--- config.mk ---
export PLATFORM = sky130hd
export DESIGN_NAME = weight_bram_sequencer
export DESIGN_NICKNAME = d
export VERILOG_FILES = /design/src/rtl/weight_bram_sequencer.sv
export SDC_FILE = /design/constraint.sdc
export NUM_CORES = 1
export LEC_CHECK = 0
export ABC_AREA = 1
export CORE_MARGIN = 2
export CORE_UTILIZATION = 50
export DETAILED_ROUTE_END_ITERATION = 8
export GPL_TIMING_DRIVEN = 0
export PLACE_DENSITY = 0.8
export SETUP_SLACK_MARGIN = 0.2
export SLEW_MARGIN = 20
export SYNTH_ARGS = -nofsm -noshare
export SYNTH_HDL_FRONTEND = slang
export SYNTH_SLANG_ARGS = --single-unit
export TNS_END_PERCENT = 50
--- constraint.sdc ---
create_clock -name CLK -period 2 [get_ports CLK]
set_clock_uncertainty 0.1 [all_clocks]
set_input_delay 0.4 -clock CLK [delete_from_list [all_inputs] [get_ports CLK]]
set_output_delay 0.4 -clock CLK [all_outputs]
set_load 0.01 [all_outputs]
--- src/rtl/weight_bram_sequencer.sv ---
// Weight BRAM sequencer: shares one single-port weight BRAM between a host
// reload stream and a compute read pass feeding the neuron MAC.
module weight_bram_sequencer #(
    parameter int DEPTH = 28,
    parameter int AW    = 5,
    parameter int DW    = 16
) (
    input  logic          CLK,
    input  logic          RSTN,
    input  logic          START,
    input  logic          LOAD_START,
    input  logic          LD_VALID,
    input  logic [DW-1:0] LD_DATA,
    output logic          LD_READY,
    output logic [AW-1:0] BRAM_ADDR,
    output logic [DW-1:0] BRAM_DI,
    output logic          BRAM_EN,
    output logic          BRAM_WE,
    input  logic [DW-1:0] BRAM_DO,
    output logic          W_VALID,
    output logic [DW-1:0] W_DATA,
    output logic [AW-1:0] W_IDX,
    output logic          W_LAST,
    input  logic          W_READY,
    output logic          BUSY,
    output logic          DONE
);

    typedef enum logic [1:0] {
        S_IDLE,
        S_LOAD,
        S_READ,
        S_DRAIN
    } state_t;

    localparam logic [AW-1:0] LAST_IDX = AW'(DEPTH - 1);

    state_t        state_q, state_d;
    logic [AW-1:0] wcnt_q, wcnt_d;
    logic [AW-1:0] rcnt_q, rcnt_d;
    logic [AW-1:0] bram_addr_q, bram_addr_d;
    logic [DW-1:0] bram_di_q, bram_di_d;
    logic          bram_en_q, bram_en_d;
    logic          bram_we_q, bram_we_d;
    logic          done_q, done_d;

    // Two-entry output buffer; slot 0 is always the head.
    logic [1:0]    occ_q, occ_d;
    logic [DW-1:0] data0_q, data0_d, data1_q, data1_d;
    logic [AW-1:0] idx0_q, idx0_d, idx1_q, idx1_d;
    logic          last0_q, last0_d, last1_q, last1_d;

    logic          rd_inflight;
    logic          pop;
    logic          push;
    logic          issue_ok;
    logic          push_slot0;

    // A read issued at the last edge returns on BRAM_DO at this edge.
    assign rd_inflight = bram_en_q & ~bram_we_q;
    assign push        = rd_inflight;
    assign pop         = (occ_q != 2'd0) & W_READY;
    assign issue_ok    = ({1'b0, occ_q} + {2'b00, rd_inflight})
                         < (3'd2 + {2'b00, pop});
    assign push_slot0  = (occ_q == 2'd0) | ((occ_q == 2'd1) & pop);

    // Next-state, counters and registered BRAM command.
    always_comb begin
        state_d     = state_q;
        wcnt_d      = wcnt_q;
        rcnt_d      = rcnt_q;
        bram_addr_d = bram_addr_q;
        bram_di_d   = bram_di_q;
        bram_en_d   = 1'b0;
        bram_we_d   = 1'b0;
        done_d      = 1'b0;
        unique case (state_q)
            S_IDLE: begin
                if (LOAD_START) begin
                    state_d = S_LOAD;
                    wcnt_d  = '0;
                end else if (START) begin
                    // Issue address 0 on entry so data lands one edge later.
                    bram_en_d   = 1'b1;
                    bram_addr_d = '0;
                    if (LAST_IDX == '0) begin
                        rcnt_d  = '0;
                        state_d = S_DRAIN;
                    end else begin
                        rcnt_d  = AW'(1);
                        state_d = S_READ;
                    end
                end
            end
            S_LOAD: begin
                if (LD_VALID) begin
                    bram_en_d   = 1'b1;
                    bram_we_d   = 1'b1;
                    bram_addr_d = wcnt_q;
                    bram_di_d   = LD_DATA;
                    if (wcnt_q == LAST_IDX) begin
                        wcnt_d  = '0;
                        state_d = S_IDLE;
                        done_d  = 1'b1;
                    end else begin
                        wcnt_d = wcnt_q + AW'(1);
                    end
                end
            end
            S_READ: begin
                if (issue_ok) begin
                    bram_en_d   = 1'b1;
                    bram_addr_d = rcnt_q;
                    if (rcnt_q == LAST_IDX) begin
                        rcnt_d  = '0;
                        state_d = S_DRAIN;
                    end else begin
                        rcnt_d = rcnt_q + AW'(1);
                    end
                end
            end
            S_DRAIN: begin
                if (pop && last0_q) begin
                    state_d = S_IDLE;
                    done_d  = 1'b1;
                end
            end
            default: begin
                state_d = S_IDLE;
            end
        endcase
    end

    // Output buffer: pop shifts slot 1 forward, capture fills the first free slot.
    always_comb begin
        data0_d = data0_q;
        idx0_d  = idx0_q;
        last0_d = last0_q;
        data1_d = data1_q;
        idx1_d  = idx1_q;
        last1_d = last1_q;
        if (pop) begin
            data0_d = data1_q;
            idx0_d  = idx1_q;
            last0_d = last1_q;
        end
        if (push) begin
            if (push_slot0) begin
                data0_d = BRAM_DO;
                idx0_d  = bram_addr_q;
                last0_d = (bram_addr_q == LAST_IDX);
            end else begin
                data1_d = BRAM_DO;
                idx1_d  = bram_addr_q;
                last1_d = (bram_addr_q == LAST_IDX);
            end
        end
        occ_d = 2'(occ_q + {1'b0, push} - {1'b0, pop});
    end

    // Control state and BRAM command registers.
    always_ff @(posedge CLK or negedge RSTN) begin
        if (!RSTN) begin
            state_q     <= S_IDLE;
            wcnt_q      <= '0;
            rcnt_q      <= '0;
            bram_addr_q <= '0;
            bram_di_q   <= '0;
            bram_en_q   <= 1'b0;
            bram_we_q   <= 1'b0;
            done_q      <= 1'b0;
        end else begin
            state_q     <= state_d;
            wcnt_q      <= wcnt_d;
            rcnt_q      <= rcnt_d;
            bram_addr_q <= bram_addr_d;
            bram_di_q   <= bram_di_d;
            bram_en_q   <= bram_en_d;
            bram_we_q   <= bram_we_d;
            done_q      <= done_d;
        end
    end

    // Output buffer registers.
    always_ff @(posedge CLK or negedge RSTN) begin
        if (!RSTN) begin
            occ_q   <= 2'd0;
            data0_q <= '0;
            idx0_q  <= '0;
            last0_q <= 1'b0;
            data1_q <= '0;
            idx1_q  <= '0;
            last1_q <= 1'b0;
        end else begin
            occ_q   <= occ_d;
            data0_q <= data0_d;
            idx0_q  <= idx0_d;
            last0_q <= last0_d;
            data1_q <= data1_d;
            idx1_q  <= idx1_d;
            last1_q <= last1_d;
        end
    end

    assign LD_READY  = (state_q == S_LOAD);
    assign BUSY      = (state_q != S_IDLE);
    assign DONE      = done_q;
    assign BRAM_ADDR = bram_addr_q;
    assign BRAM_DI   = bram_di_q;
    assign BRAM_EN   = bram_en_q;
    assign BRAM_WE   = bram_we_q;
    assign W_VALID   = (occ_q != 2'd0);
    assign W_DATA    = data0_q;
    assign W_IDX     = idx0_q;
    assign W_LAST    = (occ_q != 2'd0) & last0_q;

endmodule

* Word level (Yosys, flattened, before mapping)
Cells that the tools add are included.
** Operators by class
- Reductions and logical operators :: 14
- Multipliers :: 0
- Muxes and demuxes :: 41
- Eq/ne operators :: 16
- Shifts and indexed selects :: 0
- Divide/modulo/power cells :: 0
- Add/subtract/negate cells :: 6
- Bitwise gates (word level) :: 7
- Magnitude comparators :: 1
** Operator list (number)
- $mux 5 :: 14
- $mux 16 :: 3
- $pmux 5 s2 :: 2
- $eq 5x5->1 const B :: 3
- $pmux 5 s3 :: 1
- $mux 2 :: 7
- $ne 2x2->1 const B :: 7
- $mux 1 :: 11
- $add 5x1->5 const B :: 2
- $pmux 2 s4 :: 1
- $reduce_bool 2->1 :: 4
- $reduce_and 6->1 :: 1
- $reduce_and 5->1 :: 1
- $and 1x1->1 :: 4
- $eq 2x1->1 const B :: 2
- $eq 2x2->1 const B :: 2
- $logic_not 2->1 :: 2
- $reduce_and 2->1 :: 2
- $reduce_and 4->1 :: 1
- $add 2x1->3 :: 1
- $add 2x1->3 const A :: 1
- $lt 3x3->1 :: 1
- $ne 3x3->1 const B :: 1
- $pmux 1 s3 :: 1
- 9 further kinds :: 10
** Word-level totals
- Bits in latches :: 0
- Memories kept :: 0
- Register bits :: 82
- Memory bits (read-only) :: 0
- Output and inout port bits :: 49
- Logic and storage cells :: 100
- Bits in writable memories :: 0
- Input port bits :: 38

* Longest topological paths before layout
Gate-level depths: netlist of run 1.
- Depth in word-level cells :: 6
- Depth in mapped cells :: 12

* Worst setup path after synthesis of run 1
OpenSTA, ideal clock, no wires.
- Path type :: register to register
- Start :: register state_q[1]
- End :: register bram_di_q[10] (netlist: BRAM_DI[10])
- Data arrival time :: 1.568 ns
- Library setup time :: 0.116 ns
- Data required time :: 1.784 ns
- Path buffers :: 2
- Cell stages (with the launch flop) :: 9
- Period minus slack after synthesis :: 1.785 ns
- Setup slack :: 0.215 ns
- Cells stage by stage :: dfrtp_1 -> inv_1 -> ha_1 -> buf_2 -> nand2_1 -> clkinv_1 -> buf_2 -> nand2_1 -> nand2_1
** Between the ends
- Longest elaborated chain between the ends :: 2
** Ends and longest elaborated chain
- start, declared :: RTL line 38 : state_t state_q, state_d;
- start signal, assigned :: RTL line 173 : state_q <= state_d;
- $eq 2x1->1
- net LD_READY :: RTL line 14 : output logic LD_READY,
- $reduce_and 2->1 (no source line)
- end signal, assigned :: RTL line 177 : bram_di_q <= bram_di_d;
- end, declared :: RTL line 42 : logic [DW-1:0] bram_di_q, bram_di_d;
The timed path passes the listed nets, and every way through them passes these cells.
A chain may end at the register's enable or synchronous reset.

* Final worst setup path of run 1
- Start :: register bram_addr_q[2] (netlist: BRAM_ADDR[2])
- End :: output BRAM_ADDR[2]
** RTL lines
- start, declared :: RTL line 41 : logic [AW-1:0] bram_addr_q, bram_addr_d;
- start signal, assigned :: RTL line 176 : bram_addr_q <= bram_addr_d;
- end, declared :: RTL line 15 : output logic [AW-1:0] BRAM_ADDR,
No word-level cell between the ends.

==> metrics, run 1 <==
outcome finished, final reports clean; Switching Fraction 0.382; setup slack of the critical path after layout 0.133 ns; Die W between 90 and 100 um; Mean Syn Cell Area around 8.4 sq um; count of boundary I/O pins 87; Total Routing Usage GR 0.224; HP Class register to register; number of buffers and inverters on the critical path 1; wire length per cell after detailed routing around 14 um; fraction of the yosys area taken by sequential cells 0.533; largest fanout of any net on the critical path 4; Final nets a little over 600; remaining routing DRC violations 0; number of distinct library cell variants in the gate-level netlist after synthesis 31; part of the total power dissipated in sequential elements 0.342; cell internal pwr around 4900 uW; Power Dens Cells 1480 mW/mm^2; Pre-antenna DRT Iters 4; critical register-to-register path endpoint wcnt_q[3]; GPL Wtd Cong approximately 0.86; Top Family by Delay on Critical Path buffers and inverters; number of instances in the synthesized netlist 457; Max Cap Violations 0; Slowest-stage cell, CP sky130_fd_sc_hd__clkdlybuf4s50_1; count of H-tree levels built during CTS 3; Register-to-Register Path Depth 11; # rows 31; max-slew violation count 0; area of the die between 0.008 and 0.009 sq mm; TritonCTS Buffers 9; clk_lat worst skew roughly 0.36 ns; max_slew headroom 0.614; Post-Place Setup Slack -0.187 ns; Starting Density 0.522; largest net degree at the start of global routing 46; global route total overflow 0; r2r setup slk 0.22 ns; total via count in the routed design between 3k and 4k; part of the power in combinational logic 0.479; xor and xnor fraction of the mapped netlist area 0.0137; Post-Syn Area just under 0.004 sq mm; Critical Path, Cell by Cell clkdlybuf4s50_1; Clock Power Share 0.180; clock-pin slew of the registers on the worst-case setup and hold paths about 0.08 ns; unrepaired setup endpoints after global routing yes; Root Buffer Master sky130_fd_sc_hd__clkbuf_8; post-placement cell area roughly 0.0048 sq mm; flops & latches, synth 82; top achievable clock speed 0.536 GHz; Avg Vias per Cell between 5 and 6; R2R Path Start state_q[0]; number of buffer cells added on primary ports 86; CTS max path bufs 2; startpoint-to-endpoint class of the critical path register to primary output; minimum period implied by the final worst setup slack between 1.5 and 2 ns; wire length of the first global-routing pass ~15000 um; multiplexer share of the synthesized area 0.00260; peak ir drop on the vdd network 0.827 mV; count of final hold-check violations 0; core outline area approximately 0.0074 sq mm; CTS Sinks slightly above 80; launching element type of the critical path register; logic depth of the worst setup path including buffers 1; dominant combinational cell family by area after synthesis simple AND/OR/NAND/NOR gates; initial antenna violation count 0; switching component of the power roughly 3000 uW; CTS tree built; count of nets left with antenna violations after detail routing 0; Worst Max-Slew Pin Slew about 0.58 ns; CP required around 1.5 ns; basic-gate share of the synthesized area counting and, or, nand and nor cells 0.258; share of the clock period used by the worst path 0.934; Critical Path Max Stage Delay around 0.57 ns; share of synthesized cell area in full adder, half adder and majority cells 0.0325; Critical path destination BRAM_ADDR[2]; final setup fails 0; yosys warns 0; leakage power figure 0.00262 uW; fraction of final layout cells with drive strength greater than 1 0.136; height of the chip approximately 92 um; Post-Layout Inst Area approximately 0.0053 sq mm; total inserted antenna cells 0; total nets after synthesis ~510; via count of the first global-routing pass 3333; DR iter-0 viols roughly 150; estimated wirelength of the detail-placed design roughly 6500 um; relative area change from synthesis to final layout 38.2%; endpoint type of the worst setup path primary output; Arr. time, crit path around 1.4 ns; post-synthesis compound-gate area fraction 0.0927; startpoint of the most critical setup path BRAM_ADDR[2]; total wire length 9310 um
logic make-up after synthesis:
group	after synthesis
compound gates	63
xor+xnor	6
fa+ha+maj	10
buf+inv	57
flops	82
mux	1
simple gates	238
worst min path at each step:
stage | to | slack (ns) | startpoint | depth (start not counted)
floorplan | BRAM_ADDR[0] | 0.004 | RSTN | 0
global placement | data1_q[3] | 0.35 | data1_q[3] | 2
detailed placement | W_DATA[9] | 0.34 | RSTN | 1
CTS | data1_q[12] | 0.38 | data1_q[12] | 2
global route | idx1_q[1] | 0.39 | idx1_q[1] | 2
finish | data1_q[12] | 0.38 | data1_q[12] | 2
state kept, by name, indices dropped and copies added (netlist names):
register,flops
BRAM_DI,16
W_DATA,16
data1_q,16
BRAM_ADDR,5
W_IDX,5
idx1_q,5
rcnt_q,5
wcnt_q,5
occ_q,2
state_q,2
BRAM_EN,1
BRAM_WE,1
DONE,1
last0_q,1
last1_q,1
power groups by stage:
| stage | registers, uW | clock network (uW) | logic [uW] |
|---|---|---|---|
| 6_report | 2690 | 1410 | 3770 |
| 5_1_grt | 2760 | 1500 | 4160 |
| 4_1_cts | 2690 | 1420 | 3460 |
| 3_5_place_dp | 2750 | 0 | 3340 |
| 3_3_place_gp | 2710 | 0 | 3250 |
| 2_1_floorplan | 2840 | 0 | 1800 |
through the flow:
step / std cells / power, uW / hold slack, ns / setup TNS [ns] / util
floorplan: 457 / 4640 / 0.00441 / 0 / -
global placement: 642 / 5960 / 0.353 / -202.71 / 0.656
detailed placement: 643 / 6090 / 0.343 / -2.14 / 0.658
CTS: 665 / 7560 / 0.380 / 0 / 0.697
global route: 678 / 8420 / 0.394 / 0 / 0.722
finish: 678 / 7880 / 0.378 / 0 / 0.722
area by class of cell:
type | instances | area, sq um
plain buffers | 18 | 123
clock inverters | 5 | 85.1
clock buffers | 11 | 151
inverters | 39 | 151
fillers | 552 | 2050
multi-input cells | 318 | 1610
flip-flops and latches | 82 | 2050
well taps | 99 | 124
repair buffers | 106 | 1020
synthesized netlist by cell type:
cell                       instances  area (sq um)
sky130_fd_sc_hd__o21ai_0          25           125
sky130_fd_sc_hd__a32o_1            1          10.0
sky130_fd_sc_hd__nor3b_2           1          12.5
sky130_fd_sc_hd__nand3_1           8          40.0
sky130_fd_sc_hd__o22ai_1          10          62.6
sky130_fd_sc_hd__nand3_2           2          20.0
sky130_fd_sc_hd__buf_4             2          15.0
sky130_fd_sc_hd__nand2_4           2          22.5
sky130_fd_sc_hd__nor3_2            1          10.0
sky130_fd_sc_hd__a21oi_2           2          17.5
sky130_fd_sc_hd__buf_2             5          25.0
sky130_fd_sc_hd__nand4_1          12          75.1
sky130_fd_sc_hd__xor2_1            4          35.0
sky130_fd_sc_hd__buf_6             4          45.0
sky130_fd_sc_hd__a31oi_1          13          81.3
sky130_fd_sc_hd__mux2i_1           1          10.0
sky130_fd_sc_hd__nor2_1           33           124
sky130_fd_sc_hd__clkinv_1          1          3.75
sky130_fd_sc_hd__dfrtp_1          82          2050
sky130_fd_sc_hd__nor3_1            1          5.00
sky130_fd_sc_hd__xnor2_1           2          17.5
sky130_fd_sc_hd__nor2_2            1          6.26
sky130_fd_sc_hd__clkbuf_1          7          26.3
sky130_fd_sc_hd__a21oi_1          10          50.1
sky130_fd_sc_hd__nand2_1         172           646
sky130_fd_sc_hd__nor3b_1           1          7.51
sky130_fd_sc_hd__inv_1            36           135
sky130_fd_sc_hd__ha_1             10           125
sky130_fd_sc_hd__nand2_2           4          25.0
sky130_fd_sc_hd__o21ai_1           2          10.0
sky130_fd_sc_hd__inv_2             2          7.51
worst reg2reg max path: cells and delay by family, from the launching register on:
family	cells	cell delay (ns)
buffers and inverters	5	0.53
xor gates and xnor gates	1	0.15
and+or+nand+nor	3	0.18
adders and majority gates	1	0.15
AOI/OAI and AO/OA	1	0.14
DFF	1	0.42
cell usage in the layout (no fill, tap or decap), types with 3 or more instances in the layout:
master and instances:
sky130_fd_sc_hd__clkbuf_8 11, sky130_fd_sc_hd__o21ai_0 25, sky130_fd_sc_hd__buf_4 20, sky130_fd_sc_hd__clkbuf_1 5, sky130_fd_sc_hd__nand2_2 5, sky130_fd_sc_hd__clkdlybuf4s50_1 80, sky130_fd_sc_hd__nand4_1 12, sky130_fd_sc_hd__buf_6 6
sky130_fd_sc_hd__a21oi_1 10, sky130_fd_sc_hd__a31oi_1 13, sky130_fd_sc_hd__o22ai_1 10, sky130_fd_sc_hd__buf_2 5, sky130_fd_sc_hd__nand2_4 3, sky130_fd_sc_hd__dfrtp_1 80, sky130_fd_sc_hd__nand2_1 170, sky130_fd_sc_hd__nand3_1 8
sky130_fd_sc_hd__nor2_1 32, sky130_fd_sc_hd__xor2_1 4, sky130_fd_sc_hd__ha_1 8, sky130_fd_sc_hd__inv_2 5, sky130_fd_sc_hd__inv_1 32
per-layer routing:
| layer | vias to the layer above | track usage | share of wire |
|---|---|---|---|
| met5 | - | 0 | 0 |
| met4 | 0 | 0.0547 | 0.012 |
| met3 | 18 | 0.0485 | 0.066 |
| met2 | 122 | 0.385 | 0.49 |
| met1 | 1613 | 0.289 | 0.43 |
| li1 | 1703 | - | - |
what timing repair did:
action | in CTS | in global routing
pin swaps | 0 | 8
endpoints found under the setup margin | 43 | 52
hold endpoints to repair | 44 | 0
gates resized for setup | 10 | 33
buffers inserted | 5 | 13
hold buffers | 1 | 0
No activity file was read; power rests on OpenSTA's default activity.
==> run 2, diff against run 1 <==
--- a/config.mk
+++ b/config.mk
@@ -10,6 +10,7 @@
 export CORE_UTILIZATION = 50
 export DETAILED_ROUTE_END_ITERATION = 8
 export GPL_TIMING_DRIVEN = 0
+export HOLD_SLACK_MARGIN = 0.05
 export PLACE_DENSITY = 0.8
 export SETUP_SLACK_MARGIN = 0.2
 export SLEW_MARGIN = 20
==> results of run 2 <==
No change in the layout: final DEF, timing and power equal those of run 1.
